[config.mk]
export PLATFORM = sky130hd
export DESIGN_NAME = man_div_seq
export DESIGN_NICKNAME = d
export VERILOG_FILES = /design/src/rtl/man_div_seq.sv
export SDC_FILE = /design/constraint.sdc
export NUM_CORES = 1
export LEC_CHECK = 0
export CAP_MARGIN = 20
export CORE_ASPECT_RATIO = 0.5
export CORE_MARGIN = 8
export CORE_UTILIZATION = 45
export CTS_CLUSTER_DIAMETER = 150
export DETAILED_ROUTE_END_ITERATION = 7
export GPL_TIMING_DRIVEN = 0
export PLACE_DENSITY_LB_ADDON = 0.15
export SYNTH_ARGS = -nofsm -noshare
export SYNTH_HDL_FRONTEND = slang
export SYNTH_SLANG_ARGS = --single-unit
[constraint.sdc]
create_clock -name clk -period 5.9 [get_ports clk]
set_input_delay 0.59 -clock clk [delete_from_list [all_inputs] [get_ports clk]]
set_output_delay 0.59 -clock clk [all_outputs]
set_load 0.03 [all_outputs]
[src/rtl/man_div_seq.sv]
// Sequential mantissa divider: truncated 1.Xm / 1.Ym, radix-2 restoring, one quotient bit per clock.
// Latency: start accepted at edge t, done pulses in the cycle after edge t+9; busy spans CALC and DONE.
// Backpressure: none; start is only sampled in IDLE, requests during CALC/DONE are dropped.
module man_div_seq #(
    parameter int MW = 7
) (
    input  logic          clk,
    input  logic          rst,
    input  logic          start,
    input  logic [MW-1:0] Xm,
    input  logic [MW-1:0] Ym,
    output logic          busy,
    output logic          done,
    output logic [MW-1:0] Zm,
    output logic          QLT1,
    output logic          INEX
);

    typedef enum logic [1:0] {
        IDLE = 2'd0,
        CALC = 2'd1,
        DONE = 2'd2
    } state_t;

    // Final step is taken when the counter has already counted MW+1 steps.
    localparam logic [3:0] LAST = 4'(MW + 1);

    state_t         state_q;
    logic [MW:0]    d_q;       // divisor with hidden one
    logic [MW+1:0]  r_q;       // partial remainder, always < 2*D
    logic [MW+1:0]  q_q;       // quotient shift register, MSB is the integer bit
    logic [3:0]     cnt_q;
    logic           busy_q;
    logic           done_q;
    logic [MW-1:0]  zm_q;
    logic           qlt1_q;
    logic           inex_q;

    logic           ge;
    logic [MW+1:0]  diff;
    logic [MW+1:0]  r_sel;
    logic [MW+1:0]  r_d;
    logic [MW+1:0]  q_d;

    // One restoring-division step: trial subtract, keep the difference if non-negative, then shift.
    always_comb begin
        ge    = 1'b0;
        diff  = '0;
        r_sel = '0;
        r_d   = '0;
        q_d   = '0;
        ge    = (r_q >= {1'b0, d_q});
        diff  = r_q - {1'b0, d_q};
        r_sel = ge ? diff : r_q;
        r_d   = r_sel << 1;
        q_d   = (q_q << 1) | {{(MW+1){1'b0}}, ge};
    end

    // Control FSM, datapath registers and registered result outputs.
    always_ff @(posedge clk) begin
        if (rst) begin
            state_q <= IDLE;
            d_q     <= '0;
            r_q     <= '0;
            q_q     <= '0;
            cnt_q   <= '0;
            busy_q  <= 1'b0;
            done_q  <= 1'b0;
            zm_q    <= '0;
            qlt1_q  <= 1'b0;
            inex_q  <= 1'b0;
        end else begin
            case (state_q)
                IDLE: begin
                    done_q <= 1'b0;
                    if (start) begin
                        d_q     <= {1'b1, Ym};
                        r_q     <= {2'b01, Xm};
                        q_q     <= '0;
                        cnt_q   <= '0;
                        busy_q  <= 1'b1;
                        state_q <= CALC;
                    end
                end
                CALC: begin
                    r_q   <= r_d;
                    q_q   <= q_d;
                    cnt_q <= cnt_q + 4'd1;
                    if (cnt_q == LAST) begin
                        // Normalise: an integer bit of 1 means quotient in [1,2); otherwise
                        // it is in (0.5,1) and the next bit down is the leading one.
                        if (q_d[MW+1]) begin
                            zm_q   <= q_d[MW:1];
                            qlt1_q <= 1'b0;
                        end else begin
                            zm_q   <= q_d[MW-1:0];
                            qlt1_q <= 1'b1;
                        end
                        // Inexact if bits were lost either in the remainder or by dropping Q[0].
                        inex_q  <= (r_d != '0) || (q_d[MW+1] && q_d[0]);
                        done_q  <= 1'b1;
                        state_q <= DONE;
                    end
                end
                DONE: begin
                    done_q  <= 1'b0;
                    busy_q  <= 1'b0;
                    state_q <= IDLE;
                end
                default: begin
                    done_q  <= 1'b0;
                    busy_q  <= 1'b0;
                    state_q <= IDLE;
                end
            endcase
        end
    end

    assign busy = busy_q;
    assign done = done_q;
    assign Zm   = zm_q;
    assign QLT1 = qlt1_q;
    assign INEX = inex_q;

endmodule

# Word-level counts from Yosys, hierarchy flattened

Cells that the tools add are included.

Add/subtract/negate cells: 2
Magnitude comparators: 1
Eq/ne operators: 4
Muxes and demuxes: 14
Bitwise logic cells: 2
Reductions and logical operators: 11

Operators by type and width:

| kind                  | number |
|---|---|
| $pmux W9 S2           | 1 |
| $mux W8               | 2 |
| $pmux W8 S2           | 1 |
| $reduce_and A2 Y1     | 5 |
| $ge A9 B8 Y1          | 1 |
| $mux W9               | 1 |
| $or A9 B1 Y9          | 1 |
| $reduce_bool A9 Y1    | 1 |
| $pmux W4 S2           | 1 |
| $sub A8 B8 Y8         | 1 |
| $mux W7               | 1 |
| $add A4 B1 Y4 const B | 1 |
| $eq A4 B4 Y1 const B  | 1 |
| $mux W2               | 2 |
| $mux W4               | 1 |
| $ne A2 B2 Y1 const B  | 2 |
| $pmux W2 S2           | 1 |
| $eq A2 B1 Y1 const B  | 1 |
| $logic_not A2 Y1      | 1 |
| $mux W1               | 2 |
| $pmux W1 S2           | 1 |
| $reduce_bool A2 Y1    | 1 |
| $reduce_or A2 Y1      | 1 |
| $logic_and A1 B1 Y1   | 1 |
| 2 further kinds       | 2 |

Flip-flop bits (word level): 42
Input port bits: 17
Word-level logic and storage cells: 44

# Logic depth before layout (Yosys ltp)

Depth in word-level cells: 4
Gate-level depth with buffers: 9
Depth with buffers taken out: 9

# Least setup slack after synthesis

OpenSTA, ideal clock, no wires.

Path type: register to register
Start: reg d_q[1]
End: reg r_q[3]
Library setup time: 0.069 ns
Data arrival time: 2.024 ns
Data required time: 5.831 ns
Path slack: 3.806 ns
Cell stages (with the launch flop): 10
Path buffers: 1
Period minus slack after synthesis: 2.094 ns
Cells stage by stage: dfxtp_1 > inv_1 > ha_1 > nor2b_1 > o21ai_4 > nand3_4 > a211oi_2 > buf_6 > mux2_1 > o21ai_1

Longest elaborated chain between the ends: 3

Ends and longest elaborated chain:

| element                                       | RTL line | text |
|---|---|---|
| from (decl)                                   | 29       | `logic [MW:0] d_q;` |
| from (signal assigned)                        | 77       | `d_q <= {1'b1, Ym};` |
| $sub A8 B8 Y8 or $ge A9 B8 Y1 (tied branches) | 53, 52   |  |
| $mux W8 *                                     | 54       | `r_sel = ge ? diff : r_q;` |
| $pmux W9 S2 *                                 | 73       | `case (state_q)` |
| to (signal assigned)                          | 78       | `r_q <= {2'b01, Xm};` |
| to (signal assigned)                          | 86       | `r_q <= r_d;` |
| to (decl)                                     | 30       | `logic [MW+1:0] r_q;` |

Every way passes the cells marked *; elsewhere a longest branch is shown, timed or not.
A chain may end at the register's enable or synchronous reset.

# Worst setup path after layout

Ends and elaborated chain as after synthesis.

==> results.yml <==
synthesis:
  async_flop_share_pct: 0
  yosysWarnings: 0
  synth_seq_cells: 42
  syn_avg_cell_area_sq_um: 8.89
  synthTopCellsByArea: "dfxtp_1 (40%), ha_1 (5.9%), nor2_1 (5.0%)"
  synth_edf_count: 0
  synthTopCellsByCount: "dfxtp_1 (42), nor2_1 (28), nand2_1 (18), a21oi_1 (15), inv_1 (13)"
  syn_nets: 265
  yosysTopAreaCell: "dfxtp_1"
  ys_seq_area_share_pct: 39.9
  synth_cell_types: 50
  synthFlopType: "dfxtp_1"
  netlist.area_leader.share_pct: 39.9
  synth_cells: 237
  netlist_area_sq_um: 2110
  synth.most_common_cell: "dfxtp_1"
floorplan:
  ioPinCount: 28
  num_rows: 17
  core_sq_um: 4450
  initial_core_util_pct: 47.4
  die_h_um: 64.4
  fp.dieArea_sq_um: 7260
  die_x_um: 113
timing:
  hold_violations: 0
  finalSetupViolations: 0
  layout_min_cycle_time_ps: 2380
  worstMarginPinSlew_ps: 610
  rsz0062_at_grt: "no"
  clock.fmax_mhz: 421
  fin_skew_ps: 5.51
  fin_tns_setup_ps: 0
  relSlewSlack_pct: 59.2
  slew_viol_final: 0
  finalCritPeriodShare_pct: 40.3
worst_setup_path:
  cp_max_fo: 10
  slowest_delay_ps: 420
  cp.arrival_ps: 2600
  endpoint_kind: "flop"
  critPathKind: "flop to flop"
  crit_path_top_delay_cell: "a211oi_2"
  worstPathRequired_ps: 6120
  start_kind: "flop"
  crit_chain: "inv_1, ha_1, nor2b_1, o21ai_4, nand3_4, a211oi_2, buf_6, mux2_1, o21ai_1"
clocking:
  numClockSinks: 42
  clock_tree.buffer_depth: 2
  tritoncts: "done"
  cts_hold_buffers: 0
  cts_setup_buffers: 0
  numCtsBuffers: 5
  cts_max_level: 2
  root_buffer: "clkbuf_8"
  clk_latency_ps: 290
  cts_resized: 0
  clkTransAtPathRegs_ps: 90
routing:
  first_pass_iters: 4
  drc: 0
  routedWlPerCell_um: 15.4
  vias: 1819
  ant_nets: 0
  drt_first_iter_violations: 73
  via_per_inst: 5.53
  wl_um: 5070
final_layout:
  antenna_cells: 0
  drive_gt1_share_pct: 7.35
  utilization_pct: 57.2
  area_delta_synth_final_pct: 20.7
  finalNonFillerCells: 329
  final_nets: 299
grt:
  grt_antenna_before_repair: 0
  grt-ovfl-total: 0
  grt_first_pass_wirelength_um: 8450
  grt_max_degree: 14
  grt_usage_pct: 14.4
  grt_pass1_vias: 1816
power_and_ir_drop:
  power_density_nw_per_um2: 311
  leakage_nw: 0.942
  ir_worst_vdd_uv: 112
placed_design:
  place_inst: 321
  dp_hpwl_um: 3880
  gp_congestion: 0.903
  place.port_buffers: 27
min_path:
  hold_path.class: "flop to flop"
status:
  status: "complete, no violations"
flow_run:
  cap_violations: 0
cells by family (layout without fill, tap and decap cells):
group | count (synthesis) | count (layout) | synth area share (%)
flops | 42 | 42 | 39.9
mux | 13 | 13 | 6.42
fa+ha+maj | 11 | 11 | 6.89
compound gates | 67 | 67 | 22.2
xor+xnor | 4 | 4 | 1.66
simple gates | 77 | 77 | 18.3
buf+inv | 23 | 58 | 4.58
per-layer routing:
| layer | GRT usage [%] | wire, um | vias up |
|---|---|---|---|
| met2 | 23.3 | 2260 | 35 |
| li1 | - | - | 913 |
| met4 | 5.16 | 47 | 0 |
| met5 | 0 | 0 | - |
| met3 | 4.31 | 258 | 6 |
| met1 | 17.9 | 2510 | 865 |
final timing paths:
kind	startpoint	end	slack, ps	cells past startpoint
max	d_q[1]$_SDFFE_PP0P_	r_q[3]$_SDFFE_PP0P_	3520	9
min	d_q[4]$_SDFFE_PP0P_	d_q[4]$_SDFFE_PP0P_	470	2
max reg2reg	d_q[1]$_SDFFE_PP0P_	r_q[3]$_SDFFE_PP0P_	3520	9
min reg2reg	d_q[4]$_SDFFE_PP0P_	d_q[4]$_SDFFE_PP0P_	470	2
state kept, by name (all words and copies together) (netlist names):
| register | count |
|---|---|
| state_q | 2 |
| done | 1 |
| INEX | 1 |
| QLT1 | 1 |
| busy | 1 |
| r_q | 9 |
| Zm | 7 |
| cnt_q | 4 |
| d_q | 8 |
| q_q | 8 |
area by class of cell:
type	instances	area (sq um)
buffer	10	47.5
clock buffer	7	86.3
clock inverter	1	8.76
fill	423	1900
inverter	13	48.8
multi-input combinational	172	1170
sequential	42	841
tap	57	71.3
timing repair buffer	27	270
placed cells by master (no fill, tap or decap), types with 3 or more instances in the layout:
master / n
a211oi_1: 7
a21oi_1: 15
a22o_1: 7
a22oi_1: 9
clkbuf_1: 7
clkbuf_8: 6
clkdlybuf4s50_1: 27
dfxtp_1: 42
ha_1: 10
inv_1: 13
mux2_2: 3
mux2i_1: 9
nand2_1: 18
nand2b_1: 5
nor2_1: 28
nor2b_1: 3
nor3_1: 4
o21a_1: 3
o21ai_0: 4
o21ai_1: 8
xor2_1: 3
metrics by stage:
| step | power, mW | hold slack (ps) | instance area (sq um) | setup slack (ps) |
|---|---|---|---|---|
| after floorplan | 0.526 | 436 | 2110 | 3810 |
| after global placement | 0.588 | 448 | 2450 | 3530 |
| after detailed placement | 0.591 | 453 | 2450 | 3530 |
| after CTS | 0.794 | 466 | 2540 | 3500 |
| after global routing | 0.837 | 485 | 2540 | 3360 |
| final | 0.792 | 467 | 2540 | 3520 |
report_power, final:
group	internal [mW]	switching [mW]
combinational	0.120	0.150
clock	0.0969	0.105
sequential	0.301	0.0173
total	0.519	0.273
worst max-delay path, delay by kind of cell, from the launching register on:
| family | cells | cell delay, ps |
|---|---|---|
| AOI/OAI and AO/OA | 3 | 680 |
| DFF | 1 | 410 |
| muxes | 1 | 340 |
| adders and majority gates | 1 | 300 |
| and+or+nand+nor | 2 | 290 |
| buffers and inverters | 2 | 280 |
(Power assumes the default switching activity.)
